[src/rtl/compensation_weight_encoder.sv]
// compensation_weight_encoder
//   Feeds the compensation memory from a column-major weight stream
//   (SIZE rows per column, SIZE columns). Each accepted weight produces a
//   saturated MAIN_WIDTH-bit main weight. Each outlier (a value outside the
//   main range) produces its row index as a compensation word. At most SLOTS
//   compensation words are written per column. Further outliers in the same
//   column are counted in ovf_cnt_o.
// Ports
//   clk, rst          clock; asynchronous active-high reset
//   start_i           1-cycle pulse; begins a matrix load (ignored while loading)
//   w_in_i            signed input weight; w_in_valid_i qualifies it
//   w_in_ready_o      high while loading; a transfer is valid && ready
//   main_w_o          saturated weight; main_w_valid_o strobes once per transfer
//   cmp_weight_o      row index of an outlier; cmp_valid_o is the write strobe
//   change_col_o      moves the memory on to the next column boundary
//   load_mem_done_o   level; high once the full matrix has been consumed
//   ovf_cnt_o         saturating count of outliers dropped for lack of slots
// All outputs are registered, one cycle after the accepting edge.
module compensation_weight_encoder #(
    parameter int SIZE       = 8,
    parameter int W_WIDTH    = 8,
    parameter int MAIN_WIDTH = 5,
    parameter int SLOTS      = 3,
    parameter int IDX_WIDTH  = $clog2(SIZE)
) (
    input  logic                  clk,
    input  logic                  rst,
    input  logic                  start_i,
    input  logic [W_WIDTH-1:0]    w_in_i,
    input  logic                  w_in_valid_i,
    output logic                  w_in_ready_o,
    output logic [MAIN_WIDTH-1:0] main_w_o,
    output logic                  main_w_valid_o,
    output logic [IDX_WIDTH-1:0]  cmp_weight_o,
    output logic                  cmp_valid_o,
    output logic                  change_col_o,
    output logic                  load_mem_done_o,
    output logic [7:0]            ovf_cnt_o
);

    localparam int SLOT_W = $clog2(SLOTS + 1);

    typedef enum logic [1:0] {
        ST_IDLE = 2'd0,
        ST_LOAD = 2'd1,
        ST_DONE = 2'd2
    } state_t;

    // A weight fits the main range iff every bit from the sign bit down to
    // bit MAIN_WIDTH-1 agrees.
    function automatic logic is_outlier(input logic [W_WIDTH-1:0] w);
        logic [W_WIDTH-MAIN_WIDTH:0] top;
        top = w[W_WIDTH-1:MAIN_WIDTH-1];
        return !((&top) || (~|top));
    endfunction

    // Clamp to the most-positive or most-negative main value, chosen by the sign bit.
    function automatic logic [MAIN_WIDTH-1:0] sat_main(input logic [W_WIDTH-1:0] w);
        logic [MAIN_WIDTH-1:0] res;
        if (!is_outlier(w)) begin
            res = w[MAIN_WIDTH-1:0];
        end else if (w[W_WIDTH-1]) begin
            res = {1'b1, {(MAIN_WIDTH-1){1'b0}}};
        end else begin
            res = {1'b0, {(MAIN_WIDTH-1){1'b1}}};
        end
        return res;
    endfunction

    state_t                state_q, state_d;
    logic [IDX_WIDTH-1:0]  row_q, row_d;
    logic [IDX_WIDTH-1:0]  col_q, col_d;
    logic [SLOT_W-1:0]     slot_q, slot_d;
    logic [7:0]            ovf_q, ovf_d;
    logic [MAIN_WIDTH-1:0] main_w_q, main_w_d;
    logic                  main_v_q, main_v_d;
    logic [IDX_WIDTH-1:0]  cmp_w_q, cmp_w_d;
    logic                  cmp_v_q, cmp_v_d;
    logic                  chg_q, chg_d;
    logic                  done_q, done_d;

    logic                  accept_s;
    logic                  outlier_s;
    logic                  write_s;
    logic [SLOT_W-1:0]     slot_next_s;

    // Next-state logic for the FSM, the counters and all registered outputs.
    always_comb begin
        state_d   = state_q;
        row_d     = row_q;
        col_d     = col_q;
        slot_d    = slot_q;
        ovf_d     = ovf_q;
        main_w_d  = main_w_q;
        cmp_w_d   = cmp_w_q;
        main_v_d  = 1'b0;
        cmp_v_d   = 1'b0;
        chg_d     = 1'b0;

        accept_s    = w_in_valid_i && (state_q == ST_LOAD);
        outlier_s   = is_outlier(w_in_i);
        write_s     = accept_s && outlier_s && (slot_q < SLOT_W'(SLOTS));
        if (write_s) begin
            slot_next_s = slot_q + SLOT_W'(1);
        end else begin
            slot_next_s = slot_q;
        end

        // A start pulse has no effect during a load; only IDLE and DONE honour it.
        done_d = (state_q == ST_DONE) && !start_i;

        case (state_q)
            ST_IDLE, ST_DONE: begin
                if (start_i) begin
                    state_d = ST_LOAD;
                    row_d   = {IDX_WIDTH{1'b0}};
                    col_d   = {IDX_WIDTH{1'b0}};
                    slot_d  = {SLOT_W{1'b0}};
                    ovf_d   = 8'd0;
                end else begin
                    state_d = state_q;
                end
            end
            ST_LOAD: begin
                if (accept_s) begin
                    main_w_d = sat_main(w_in_i);
                    main_v_d = 1'b1;
                    if (write_s) begin
                        cmp_v_d = 1'b1;
                        cmp_w_d = row_q;
                    end else if (outlier_s && (ovf_q != 8'hFF)) begin
                        ovf_d = ovf_q + 8'd1;
                    end else begin
                        ovf_d = ovf_q;
                    end
                    if (row_q == IDX_WIDTH'(SIZE - 1)) begin
                        // A column that filled every slot leaves the memory
                        // index on the next boundary already. Jumping again
                        // would skip a column.
                        chg_d  = (slot_next_s < SLOT_W'(SLOTS));
                        row_d  = {IDX_WIDTH{1'b0}};
                        slot_d = {SLOT_W{1'b0}};
                        if (col_q == IDX_WIDTH'(SIZE - 1)) begin
                            state_d = ST_DONE;
                            col_d   = {IDX_WIDTH{1'b0}};
                        end else begin
                            col_d   = col_q + IDX_WIDTH'(1);
                        end
                    end else begin
                        row_d  = row_q + IDX_WIDTH'(1);
                        slot_d = slot_next_s;
                    end
                end else begin
                    state_d = ST_LOAD;
                end
            end
            default: begin
                state_d = ST_IDLE;
            end
        endcase
    end

    // State, counter and output registers.
    always_ff @(posedge clk or posedge rst) begin
        if (rst) begin
            state_q  <= ST_IDLE;
            row_q    <= {IDX_WIDTH{1'b0}};
            col_q    <= {IDX_WIDTH{1'b0}};
            slot_q   <= {SLOT_W{1'b0}};
            ovf_q    <= 8'd0;
            main_w_q <= {MAIN_WIDTH{1'b0}};
            main_v_q <= 1'b0;
            cmp_w_q  <= {IDX_WIDTH{1'b0}};
            cmp_v_q  <= 1'b0;
            chg_q    <= 1'b0;
            done_q   <= 1'b0;
        end else begin
            state_q  <= state_d;
            row_q    <= row_d;
            col_q    <= col_d;
            slot_q   <= slot_d;
            ovf_q    <= ovf_d;
            main_w_q <= main_w_d;
            main_v_q <= main_v_d;
            cmp_w_q  <= cmp_w_d;
            cmp_v_q  <= cmp_v_d;
            chg_q    <= chg_d;
            done_q   <= done_d;
        end
    end

    assign w_in_ready_o    = (state_q == ST_LOAD);
    assign main_w_o        = main_w_q;
    assign main_w_valid_o  = main_v_q;
    assign cmp_weight_o    = cmp_w_q;
    assign cmp_valid_o     = cmp_v_q;
    assign change_col_o    = chg_q;
    assign load_mem_done_o = done_q;
    assign ovf_cnt_o       = ovf_q;

endmodule

[config.mk]
export PLATFORM = sky130hd
export DESIGN_NAME = compensation_weight_encoder
export DESIGN_NICKNAME = d
export VERILOG_FILES = /design/src/rtl/compensation_weight_encoder.sv
export SDC_FILE = /design/constraint.sdc
export NUM_CORES = 1
export LEC_CHECK = 0
export BUFFER_PORTS_ARGS = -buffer_cell sky130_fd_sc_hd__buf_2
export CAP_MARGIN = 20
export CORE_MARGIN = 4
export CORE_UTILIZATION = 57
export DETAILED_ROUTE_END_ITERATION = 8
export GPL_ROUTABILITY_DRIVEN = 1
export GPL_TIMING_DRIVEN = 0
export PLACE_DENSITY = 0.83
export SETUP_SLACK_MARGIN = 0.15
export SYNTH_ARGS = -nofsm -noshare
export SYNTH_HDL_FRONTEND = slang
export SYNTH_SLANG_ARGS = --single-unit
[constraint.sdc]
create_clock -name clk -period 3.8 [get_ports clk]
set_input_delay 0.57 -clock clk [delete_from_list [all_inputs] [get_ports clk]]
set_output_delay 0.57 -clock clk [all_outputs]
set_load 0.03 [all_outputs]
==> metrics.md, run 1 <==
| Metric | Value |
|---|---|
| Asr flop ratio synth | `100%` |
| Clk buf depth | `2` |
| Number of synthesized flops with an enable pin | `0` |
| Synthesized cell area | `1500 um2` |
| RR Endpoint | `ovf_cnt_o[3]` |
| Comb power frac | `34.7%` |
| Number of global-route vias before repair | `1,261` |
| Synth Warn # | `0` |
| Crit path DAT | `1.70 ns` |
| Synthesized Nets | `159` |
| Hold Path Class | `input pin to asynchronous set/reset pin` |
| CP Launch Type | `flop` |
| Clock latency on the worst-skew pair | `0.33 ns` |
| CTS tree | `built` |
| Final WS setup | `1.53 ns` |
| Worst slew margin relative to its limit | `59.5%` |
| Placer congestion estimate | `0.849` |
| Total core area | `2500 um2` |
| First-pass GRT wire length | `5.62 mm` |
| Worst-path maximum fanout | `10` |
| Number of buffers and inverters on the critical path | `3` |
| H-tree depth | `2` |
| Gr usage total | `21.5%` |
| Worst-path clk slew | `0.10 ns` |
| Largest net degree at the start of global routing | `21` |
| Area grow syn2layout | `19.0%` |
| Vias | `1,282` |
| Io pins | `33` |
| Die Wd | `59.3 um` |
| Max Freq | `0.440 GHz` |
| Remaining global-route overflow | `0` |
| Reg power frac | `46.0%` |
| Worst r2r path cells | `5` |
| Final instance area | `1780 um2` |
| RSZ-0062 raised after global routing | `no` |
| Setup WS pre-CTS | `1.73 ns` |
| DRT antenna net count | `0` |
| Final Hold Viols | `0` |
| Slew Viols, Final | `0` |
| Tot Pwr | `1.01 mW` |
| MaxCap Viol Count | `0` |
| Setup TNS | `0 ns` |
| DRT Pass-1 Iters | `6` |
| Clock power frac | `19.3%` |
| Final min period | `2.27 ns` |
| Gr busiest metal | `met2` |
| Iteration-0 DRC Markers | `81` |
| M1 GR Usage | `25.1%` |
| RR Startpoint | `ovf_cnt_o[0]` |
| Fraction of layout cells with a size suffix above 1 | `28.0%` |
| Post-DP Area | `1720 um2` |
| Psw | `391 uW` |
| Hold slack | `0.256 ns` |
| Slowest stage delay, CP | `0.42 ns` |
| Status | `completed` |
| M2 GR Usage | `37.4%` |
| Rows | `18` |
| Final Setup Violations | `0` |
| GRT met3 Usage | `6.10%` |
| Post-CTS Setup Inserts | `0` |
| Period Utilization, post-route | `59.8%` |
| Port Buf Inserts | `32` |
| Cell Pwr Density | `568 nW/um2` |
| CP Capture Type | `primary output` |
| Post-Synthesis Cells | `141` |
| CTS Buf Count | `5` |
| Flop2flop setup slack | `1.80 ns` |
| Vias per cell | `6.05` |
| Detailed Place HPWL | `2.54 mm` |
| Post-DR wirelength/cell | `15.8 um` |
| Filler cells | `182` |
| Root buffer cell | `clkbuf_4` |
| CP required | `3.23 ns` |
| CP top delay family | `buffers and inverters` |
| # DRC | `0` |
| Starting Density | `59.9%` |
| VDD IR max | `417 uV` |
| Most used DFF post-synth | `dfrtp_1` |
| Critical-path cell list | `nand2b_1, clkbuf_1, inv_1, buf_2` |
| Worst path slowest cell | `dfrtp_1` |
| Synth Area per Inst | `10.6 um2` |
| Leakage power total | `0.915 nW` |
| Initial antenna violation count | `0` |
| Nets@finish | `199` |
| Distinct cells, synth | `40` |
| Hold_buf cts | `0` |
| DIE AREA | `3510 um2` |
| Cts repair resizes | `0` |
| Slew of the pin with the lowest slew margin | `0.607 ns` |
| Die height | `59.3 um` |
| Final wirelength | `3.35 mm` |
| Clock sink count | `30` |
| Antenna Cells | `0` |
| Register area share after synthesis | `50.1%` |
| Clock Skew | `0.0102 ns` |
| Sw frac | `38.6%` |
| Internal Power | `622 uW` |
| #FFs+latches synth | `30` |
| Class of the most critical setup path | `flop to primary output` |
[cell usage in the layout (no fill, tap or decap), drive strengths merged, types with 2 or more instances in the layout]
cell | netlist | routed
dfrtp | 30 | 30
clkinv | 1 | 2
nand3 | 4 | 4
ha | 6 | 6
nor4 | 4 | 4
a21oi | 4 | 4
and3 | 6 | 6
o31ai | 2 | 2
clkbuf | 4 | 11
a21o | 5 | 5
inv | 2 | 2
o2bb2ai | 2 | 2
a31oi | 10 | 10
a32o | 3 | 3
o21ai | 6 | 6
buf | 2 | 35
and4 | 2 | 2
a41oi | 2 | 2
nand3b | 2 | 2
nor2 | 8 | 8
nand2b | 2 | 2
mux2 | 3 | 3
nand2 | 17 | 17
[layer usage]
| layer | up-vias | routed length (um) |
|---|---|---|
| met2 | 53 | 1690 |
| met3 | 9 | 245 |
| met4 | 0 | 53 |
| met5 | - | 0 |
| met1 | 605 | 1350 |
| li1 | 615 | - |
[area by class of cell]
| class | instances | area [um2] | share of cell area, % |
|---|---|---|---|
| Sequential cell | 30 | 751 | 42.1 |
| Multi-Input combinational cell | 102 | 704 | 39.5 |
| Timing Repair Buffer | 33 | 188 | 10.5 |
| Clock buffer | 7 | 55.1 | 3.09 |
| Tap cell | 30 | 37.5 | 2.11 |
| Buffer | 6 | 31.3 | 1.75 |
| Inverter | 3 | 11.3 | 0.632 |
| Clock inverter | 1 | 5.00 | 0.281 |
[flip-flops by register name (all words and copies together) (netlist names)]
name / count
ovf_cnt_o: 8
main_w_o: 5
cmp_weight_o: 3
col_q: 3
row_q: 3
slot_q: 2
state_q: 2
change_col_o: 1
cmp_valid_o: 1
load_mem_done_o: 1
main_w_valid_o: 1
[power by group through the flow]
stage	registers (mW)	logic, mW	clock network (mW)
final	0.466	0.352	0.196
after CTS	0.466	0.354	0.200
after floorplan	0.538	0.172	0
after global placement	0.463	0.329	0
after detailed placement	0.473	0.353	0
after global routing	0.476	0.390	0.216
[cells in the mapped netlist (2+ instances only)]
library cell	instances	area, um2
nand2_1	17	63.8
nor2_1	8	30.0
nor4_4	2	42.5
nand3b_1	2	15.0
nor4_1	2	12.5
ha_1	6	75.1
a41oi_1	2	17.5
a21o_1	5	37.5
clkbuf_1	4	15.0
nand2b_1	2	12.5
dfrtp_1	30	751
a32o_1	3	30.0
a31oi_1	10	62.6
o2bb2ai_1	2	17.5
inv_1	2	7.51
mux2_2	3	33.8
o21ai_0	6	30.0
nand3_1	4	20.0
a21oi_1	4	20.0
and3_1	6	37.5
o31ai_1	2	15.0
[how the worst max path moves through the flow]
stage                            start           end  slack (ns)  depth (start not counted)
after floorplan           ovf_cnt_o[0]  ovf_cnt_o[1]        1.95                          5
after global placement    w_in_valid_i     slot_q[0]        1.78                          6
after detailed placement     w_in_i[7]  ovf_cnt_o[6]        1.73                          5
after CTS                   state_q[0]  w_in_ready_o        1.55                          4
after global routing        state_q[0]  w_in_ready_o        1.44                          4
final                       state_q[0]  w_in_ready_o        1.53                          4
[through the flow]
step / utilization, % / instances
detailed placement: 68.9 / 204
CTS: 71.3 / 212
global placement: 67.8 / 203
global route: 71.3 / 212
floorplan: - / 141
finish: 71.3 / 212
[cells by family (layout without fill, tap and decap cells)]
| kind of cell | after synthesis | in the layout | share of synthesized area [%] |
|---|---|---|---|
| simple gates | 52 | 52 | 20.0 |
| compound gates | 41 | 41 | 19.8 |
| flops | 30 | 30 | 50.1 |
| buf+inv | 9 | 50 | 2.84 |
| fa+ha+maj | 6 | 6 | 5.01 |
| mux | 3 | 3 | 2.26 |
Power figures use the tool's default switching activity.
==> inputs of run 2 (changes only) <==
Settings changed: ABC_AREA set to 1, CORE_UTILIZATION 57 to 48, PLACE_DENSITY 0.83 to 0.74.
Clock period 3.8 ns to 1.95 ns, I/O delays scaled along.
==> run 2 against run 1 <==
Net effect:
- clock skew down 0.0043 ns
- clock power is 130% higher
- worst hold slack worse by 0.040 ns
- non-clock buffer count shrank 4
- sequential cell count unchanged
- sequential power up 100%
- cell count up 25%
- largest power group is now combinational logic
- synthesized cell count is 28% higher
- setup slack worse by 1.3 ns
- power grew to 2.5 times the previous value
==> metrics.md, run 2 <==
| Metric | Value |
|---|---|
| Most used DFF post-synth | `dfrtp_1` |
| Crit path DAT | `1.40 ns (-0.30 ns)` |
| Synthesized Nets | `198 (+25%)` |
| DRT Pass-1 Iters | `4 (-2)` |
| Root buffer cell | `clkbuf_4` |
| Remaining global-route overflow | `0 (unchanged)` |
| Final wirelength | `3.07 mm (-8.3%)` |
| Area grow syn2layout | `21.5%` |
| Multiplexer share of the synthesized area | `0% (-2.3 points)` |
| Iteration-0 DRC Markers | `42 (-48%)` |
| # DRC | `0 (unchanged)` |
| Worst-path clk slew | `0.09 ns (about the same)` |
| Placer congestion estimate | `0.837 (-1.5%)` |
| Clk buf depth | `2 (unchanged)` |
| Area leader, netlist | `dfrtp_1` |
| Most frequent cells in the layout | `55 x nand2_1, 32 x buf_2, 30 x dfrtp_1` |
| Post-CTS Setup Inserts | `0 (unchanged)` |
| Largest net degree at the start of global routing | `21 (unchanged)` |
| Synth top cells by count | `55 x nand2_1, 30 x dfrtp_1, 18 x nand3_1, 15 x inv_1, 12 x nor2_1` |
| DIE AREA | `4180 um2 (+19%)` |
| Post-synthesis adder-cell area fraction | `4.87% (-0.14 points)` |
| H-tree depth | `2 (unchanged)` |
| Hold Path Class | `input pin to flop` |
| Final Setup Violations | `0 (unchanged)` |
| Distinct cells, synth | `25 (-38%)` |
| Clock latency on the worst-skew pair | `0.31 ns (-0.02 ns)` |
| Slowest stage delay, CP | `0.41 ns (about the same)` |
| Initial antenna violation count | `0 (unchanged)` |
| #FFs+latches synth | `30 (unchanged)` |
| Class of the most critical setup path | `flop to primary output` |
| Worst slew margin relative to its limit | `65.9% (+6.4 points)` |
| Nets@finish | `239 (+20%)` |
| Worst path slowest cell | `dfrtp_1` |
| Antenna Cells | `0 (unchanged)` |
| Synth Area per Inst | `8.56 um2 (-19%)` |
| Hold slack | `0.216 ns (-0.0404 ns)` |
| Asr flop ratio synth | `100% (unchanged)` |
| VDD IR max | `659 uV (+58%)` |
| Post-DR wirelength/cell | `11.5 um (-27%)` |
| Post-Synth XOR/XNOR Area | `1.70% (+1.7 points)` |
| Multi-input logic area | `716 um2 (+1.6%)` |
| Clock Skew | `0.00588 ns (-0.00428 ns)` |
| Fraction of layout cells with a size suffix above 1 | `25.7% (-2.3 points)` |
| Max reg flops | `8 (unchanged)` |
| CTS tree | `built` |
| Filler cells | `271 (+49%)` |
| Starting Density | `50.5% (-9.4 points)` |
| Worst-path maximum fanout | `10 (unchanged)` |
| CP required | `1.66 ns (-1.57 ns)` |
| Setup TNS | `0 ns (unchanged)` |
| CP top delay family | `buffers and inverters` |
| Critical-path cell list | `inv_1, nor2_4, buf_4, buf_2` |
| Period Utilization, post-route | `86.5%` |
| Final min period | `1.69 ns` |
| Most common cell after layout, fill and taps aside | `nand2_1` |
| Die height | `64.7 um (+9.1%)` |
| Leakage power total | `1.00 nW (+9.3%)` |
| Slew of the pin with the lowest slew margin | `0.511 ns (-0.0951 ns)` |
| Slew Viols, Final | `0 (unchanged)` |
| Rows | `20 (+2)` |
| Synth area leaders | `dfrtp_1 49%, nand2_1 13%, nand3_1 5.8%` |
| Compound-Gate Fraction of Synth Area | `10.8% (-9.0 points)` |
| Reg area | `751 um2 (unchanged)` |
| Detailed Place HPWL | `2.27 mm (-11%)` |
| Max Freq | `0.593 GHz` |
| CP Capture Type | `primary output` |
| Register area share after synthesis | `48.7% (-1.4 points)` |
| Number of global-route vias before repair | `1,223 (-3.0%)` |
| Clock sink count | `30 (unchanged)` |
| Synth Warn # | `0 (unchanged)` |
| MaxCap Viol Count | `0 (unchanged)` |
| Port Buf Inserts | `32 (unchanged)` |
| Number of synthesized flops with an enable pin | `0 (unchanged)` |
| Number of buffers and inverters on the critical path | `3 (unchanged)` |
| Largest family of logic cells by synthesized area | `simple AND/OR/NAND/NOR gates` |
| Total core area | `3050 um2 (+22%)` |
| RSZ-0062 raised after global routing | `no` |
| First-pass GRT wire length | `5.24 mm (-6.7%)` |
| Post-synth top area share | `48.7% (-1.4 points)` |
| Gr usage total | `16.1% (-5.4 points)` |
| Simple-gate share of the synthesized area | `29.1% (+9.1 points)` |
| Vias | `1,275 (-0.55%)` |
| DRT antenna net count | `0 (unchanged)` |
| CP Launch Type | `flop` |
| CTS Buf Count | `5 (unchanged)` |
| Final Hold Viols | `0 (unchanged)` |
| Die Wd | `64.7 um (+9.1%)` |
| Cell Pwr Density | `1380 nW/um2 (+140%)` |
| Status | `completed` |
| Io pins | `33 (unchanged)` |
| Post-Synthesis Cells | `180 (+28%)` |
| Synthesized cell area | `1540 um2 (+2.9%)` |
| Most frequent cell after synthesis | `nand2_1` |
| Vias per cell | `4.79 (-21%)` |
==> run 2: changes by cell type in the layout (fill, tap and decap cells not counted), moves of 5 or more <==
cell,previous run,this run
a21o_1,5,0
a31oi_1,10,1
and3_1,6,0
clkbuf_1,5,0
inv_1,2,15
nand2_1,17,55
nand3_1,4,18
o21ai_1,0,6
==> run 2: report_power, final <==
part           switching, mW  internal (mW)  total, mW
logic                  0.800          0.385       1.19
clock network          0.203          0.246      0.450
registers              0.131          0.812      0.943
==> run 2: cell type report <==
| cell class | count | share of cell area [%] |
|---|---|---|
| well taps | 44 | 2.94 |
| inverters | 18 | 3.61 |
| clock buffers | 8 | 4.21 |
| flip-flops and latches | 30 | 40.1 |
| repair buffers | 34 | 10.6 |
| plain buffers | 1 | 0.401 |
| multi-input cells | 131 | 38.2 |
==> run 2: kinds of logic (layout without fill, tap and decap cells) <==
group	count (synthesis)	after routing
AOI/OAI and AO/OA	26	26
DFF	30	30
adders and majority gates	6	6
and+or+nand+nor	96	96
buffers and inverters	19	61
xor gates and xnor gates	3	3
==> run 2: per-stage QoR <==
step                      setup slack, ns  instances  power (mW)  instance area (um2)  util (%)
after floorplan                     0.512        180        1.84                 1540         -
after CTS                           0.236        266        2.61                 1870      61.4
final                               0.262        266        2.58                 1870      61.4
after global placement              0.425        256        2.11                 1760      57.5
after global routing                0.158        266        2.77                 1870      61.4
after detailed placement            0.410        257        2.15                 1780      58.4
==> run 2: per-layer routing <==
layer  share of wire [%]  up-vias  routed length [um]  global-route usage [%]
met5                   0        -                   0                       0
met4                 1.3        0                  40                    5.54
met3                 4.7        4                 145                    4.33
met2                  47       29                1440                    28.1
met1                  47      571                1440                    19.0
li1                    -      671                   -                       -
==> run 2: final timing paths <==
path / start / endpoint / slack (ns) / cells after the start
hold / removal: w_in_i[1] / main_w_o[1] / 0.22 / 3
min in group asynchronous: rst / cmp_weight_o[1] / 0.54 / 3
setup / recovery: state_q[0] / w_in_ready_o / 0.26 / 4
setup reg to reg: state_q[0] / ovf_cnt_o[7] / 0.44 / 7
max in group asynchronous: rst / main_w_valid_o / 0.94 / 4
hold reg to reg: main_w_o[4] / main_w_o[4] / 0.49 / 2
==> run 2: worst register-to-register path, cell delays in order, from the launching register on <==
cell      delay, ns
dfrtp_1        0.42
inv_1          0.15
nand2_2        0.11
nand2_4        0.12
a21boi_4       0.35
nand2_4        0.13
nand2_1        0.08
nand2_1        0.05
==> run 2: what timing repair did <==
item                      CTS  global route
hold buffers                1             0
gates resized for setup     0             0
hold endpoints to repair    2             0
==> inputs of run 3 (changes only) <==
Settings changed: CELL_PAD_IN_SITES_DETAIL_PLACEMENT set to 2, CELL_PAD_IN_SITES_GLOBAL_PLACEMENT set to 2, CORE_UTILIZATION 48 to 28, PLACE_DENSITY 0.74 to unset, PLACE_DENSITY_LB_ADDON set to 0.1.
==> run 3 against run 2 <==
Net effect:
- power grew 8.6%
- core utilization down 24 points
- die area increased by 62%
- sequential power is 1% higher
- register-to-register slack worse by 0.13 ns
- via count is 9.1% higher
- cell area up 2.9%
- critical path type unchanged
- global-route usage shrank 1.5 points
==> metrics.md, run 3 (synthesis results as in run 2) <==
| Metric | Value |
|---|---|
| Final Setup Violations | `0 (unchanged)` |
| Die height | `82.2 um (+27%)` |
| Final min period | `1.70 ns (+0.0123 ns)` |
| Worst-path maximum fanout | `10 (unchanged)` |
| Root buffer cell | `clkbuf_8` |
| RR Startpoint | `state_q[0]` |
| Hold_buf cts | `0 (-1)` |
| Largest net degree at the start of global routing | `17 (-19%)` |
| Placed cells | `283 (+10%)` |
| Cts repair resizes | `0 (unchanged)` |
| Status | `completed` |
| Max Freq | `0.588 GHz (-0.72%)` |
| Antenna Cells | `0 (unchanged)` |
| CP Capture Type | `primary output` |
| Area grow syn2layout | `25.0%` |
| Slew Viols, Final | `0 (unchanged)` |
| Placer congestion estimate | `0.724 (-13%)` |
| Gr usage total | `14.6% (-1.5 points)` |
| CTS tree | `built` |
| DRT Pass-1 Iters | `4 (unchanged)` |
| DRT antenna net count | `0 (unchanged)` |
| CTS Buf Count | `5 (unchanged)` |
| Utilization after layout | `37.0% (-24 points)` |
| Slew of the pin with the lowest slew margin | `0.696 ns (+0.185 ns)` |
| Most common cell after layout, fill and taps aside | `nand2_1` |
| Post-CTS Setup Inserts | `0 (unchanged)` |
| Most frequent cells in the layout | `55 x nand2_1, 32 x buf_2, 30 x dfrtp_1` |
| Worst slew margin relative to its limit | `53.5% (-12 points)` |
| Remaining global-route overflow | `0 (unchanged)` |
| First-pass GRT wire length | `7.36 mm (+40%)` |
| Hold Path Class | `input pin to asynchronous set/reset pin` |
| CP required | `1.66 ns (about the same)` |
| Class of the most critical setup path | `flop to primary output` |
| Number of global-route vias before repair | `1,540 (+26%)` |
| Max reg flops | `8 (unchanged)` |
| MaxCap Viol Count | `0 (unchanged)` |
| Final wirelength | `4.44 mm (+45%)` |
| Starting Density | `29.6% (-21 points)` |
| Flop2flop setup slack | `0.31 ns (-0.13 ns)` |
| Detailed Place HPWL | `3.44 mm (+51%)` |
| H-tree depth | `2 (unchanged)` |
| Worst r2r path cells | `7 (unchanged)` |
| Initial antenna violation count | `0 (unchanged)` |
| Crit path DAT | `1.41 ns (about the same)` |
| Cell Pwr Density | `1450 nW/um2 (+5.6%)` |
| Fraction of layout cells with a size suffix above 1 | `25.8% (+0.12 points)` |
| Port Buf Inserts | `32 (unchanged)` |
| Iteration-0 DRC Markers | `20 (-52%)` |
| Clock sink count | `30 (unchanged)` |
| RR Endpoint | `ovf_cnt_o[7]` |
| Final Hold Viols | `0 (unchanged)` |
| Io pins | `33 (unchanged)` |
| Vias | `1,391 (+9.1%)` |
| Finished Layout Cells | `291 (+9.4%)` |
| VDD IR max | `476 uV (-28%)` |
| Setup WS pre-CTS | `0.314 ns (-0.0962 ns)` |
| Setup TNS | `0 ns (unchanged)` |
| Period Utilization, post-route | `87.2% (+0.63 points)` |
| # DRC | `0 (unchanged)` |
| Clock Skew | `0.00197 ns (-0.00391 ns)` |
| Clock latency on the worst-skew pair | `0.28 ns (-0.03 ns)` |
| Die Wd | `82.2 um (+27%)` |
| Post-DR wirelength/cell | `15.3 um (+32%)` |
| Nets@finish | `238 (-0.42%)` |
| Rows | `26 (+30%)` |
| Clk buf depth | `2 (unchanged)` |
| CP Launch Type | `flop` |
| Final WS setup | `0.250 ns (-0.0123 ns)` |
| RSZ-0062 raised after global routing | `no` |
| Total core area | `5200 um2 (+70%)` |
| Worst-path clk slew | `0.06 ns (-0.03 ns)` |
| DIE AREA | `6760 um2 (+62%)` |
| Vias per cell | `4.78 (-0.27%)` |
| Leakage power total | `1.01 nW (+0.88%)` |
## run 3: through the flow
stage | power (mW) | cell area (um2) | hold slack (ns)
3_3_place_gp | 2.16 | 1790 | 0.465
6_report | 2.80 | 1930 | 0.112
4_1_cts | 2.85 | 1930 | 0.140
2_1_floorplan | 1.84 | 1540 | 0.383
5_1_grt | 3.01 | 1930 | 0.165
3_5_place_dp | 2.25 | 1820 | 0.449
## run 3: layer usage
layer	up-vias	global-route usage, %	wire [um]
met5	-	0	0
met1	684	17.6	2010
li1	664	-	-
met3	11	2.71	160
met2	32	25.6	2200
met4	0	5.32	80
## run 3: where the power goes
| part | internal (mW) | leakage, nW | switching [mW] |
|---|---|---|---|
| Combinational | 0.386 | 0.560 | 0.864 |
| Clock | 0.356 | 0.0575 | 0.238 |
| Sequential | 0.813 | 0.391 | 0.141 |
| Total | 1.56 | 1.01 | 1.24 |
## run 3: worst max path at each step
| stage | from | slack [ns] | end |
|---|---|---|---|
| after floorplan | ovf_cnt_o[0] | 0.51 | ovf_cnt_o[4] |
| after global placement | w_in_i[7] | 0.39 | ovf_cnt_o[1] |
| after detailed placement | state_q[1] | 0.31 | ovf_cnt_o[7] |
| after CTS | state_q[0] | 0.25 | w_in_ready_o |
| after global routing | state_q[1] | 0.18 | ovf_cnt_o[7] |
| final | state_q[0] | 0.25 | w_in_ready_o |
## run 3: critical path, stage by stage, from the launching register on
cell	delay [ns]
dfrtp_1	0.41
inv_1	0.12
nor2_4	0.16
buf_4	0.21
buf_2	0.22
## run 3: area by class of cell
class / instances / area (um2)
Tap cell: 70 / 87.6
Fill cell: 628 / 3280
Clock buffer: 8 / 110
Inverter: 18 / 67.6
Buffer: 1 / 7.51
Multi-Input combinational cell: 131 / 716
Sequential cell: 30 / 751
Timing Repair Buffer: 33 / 188
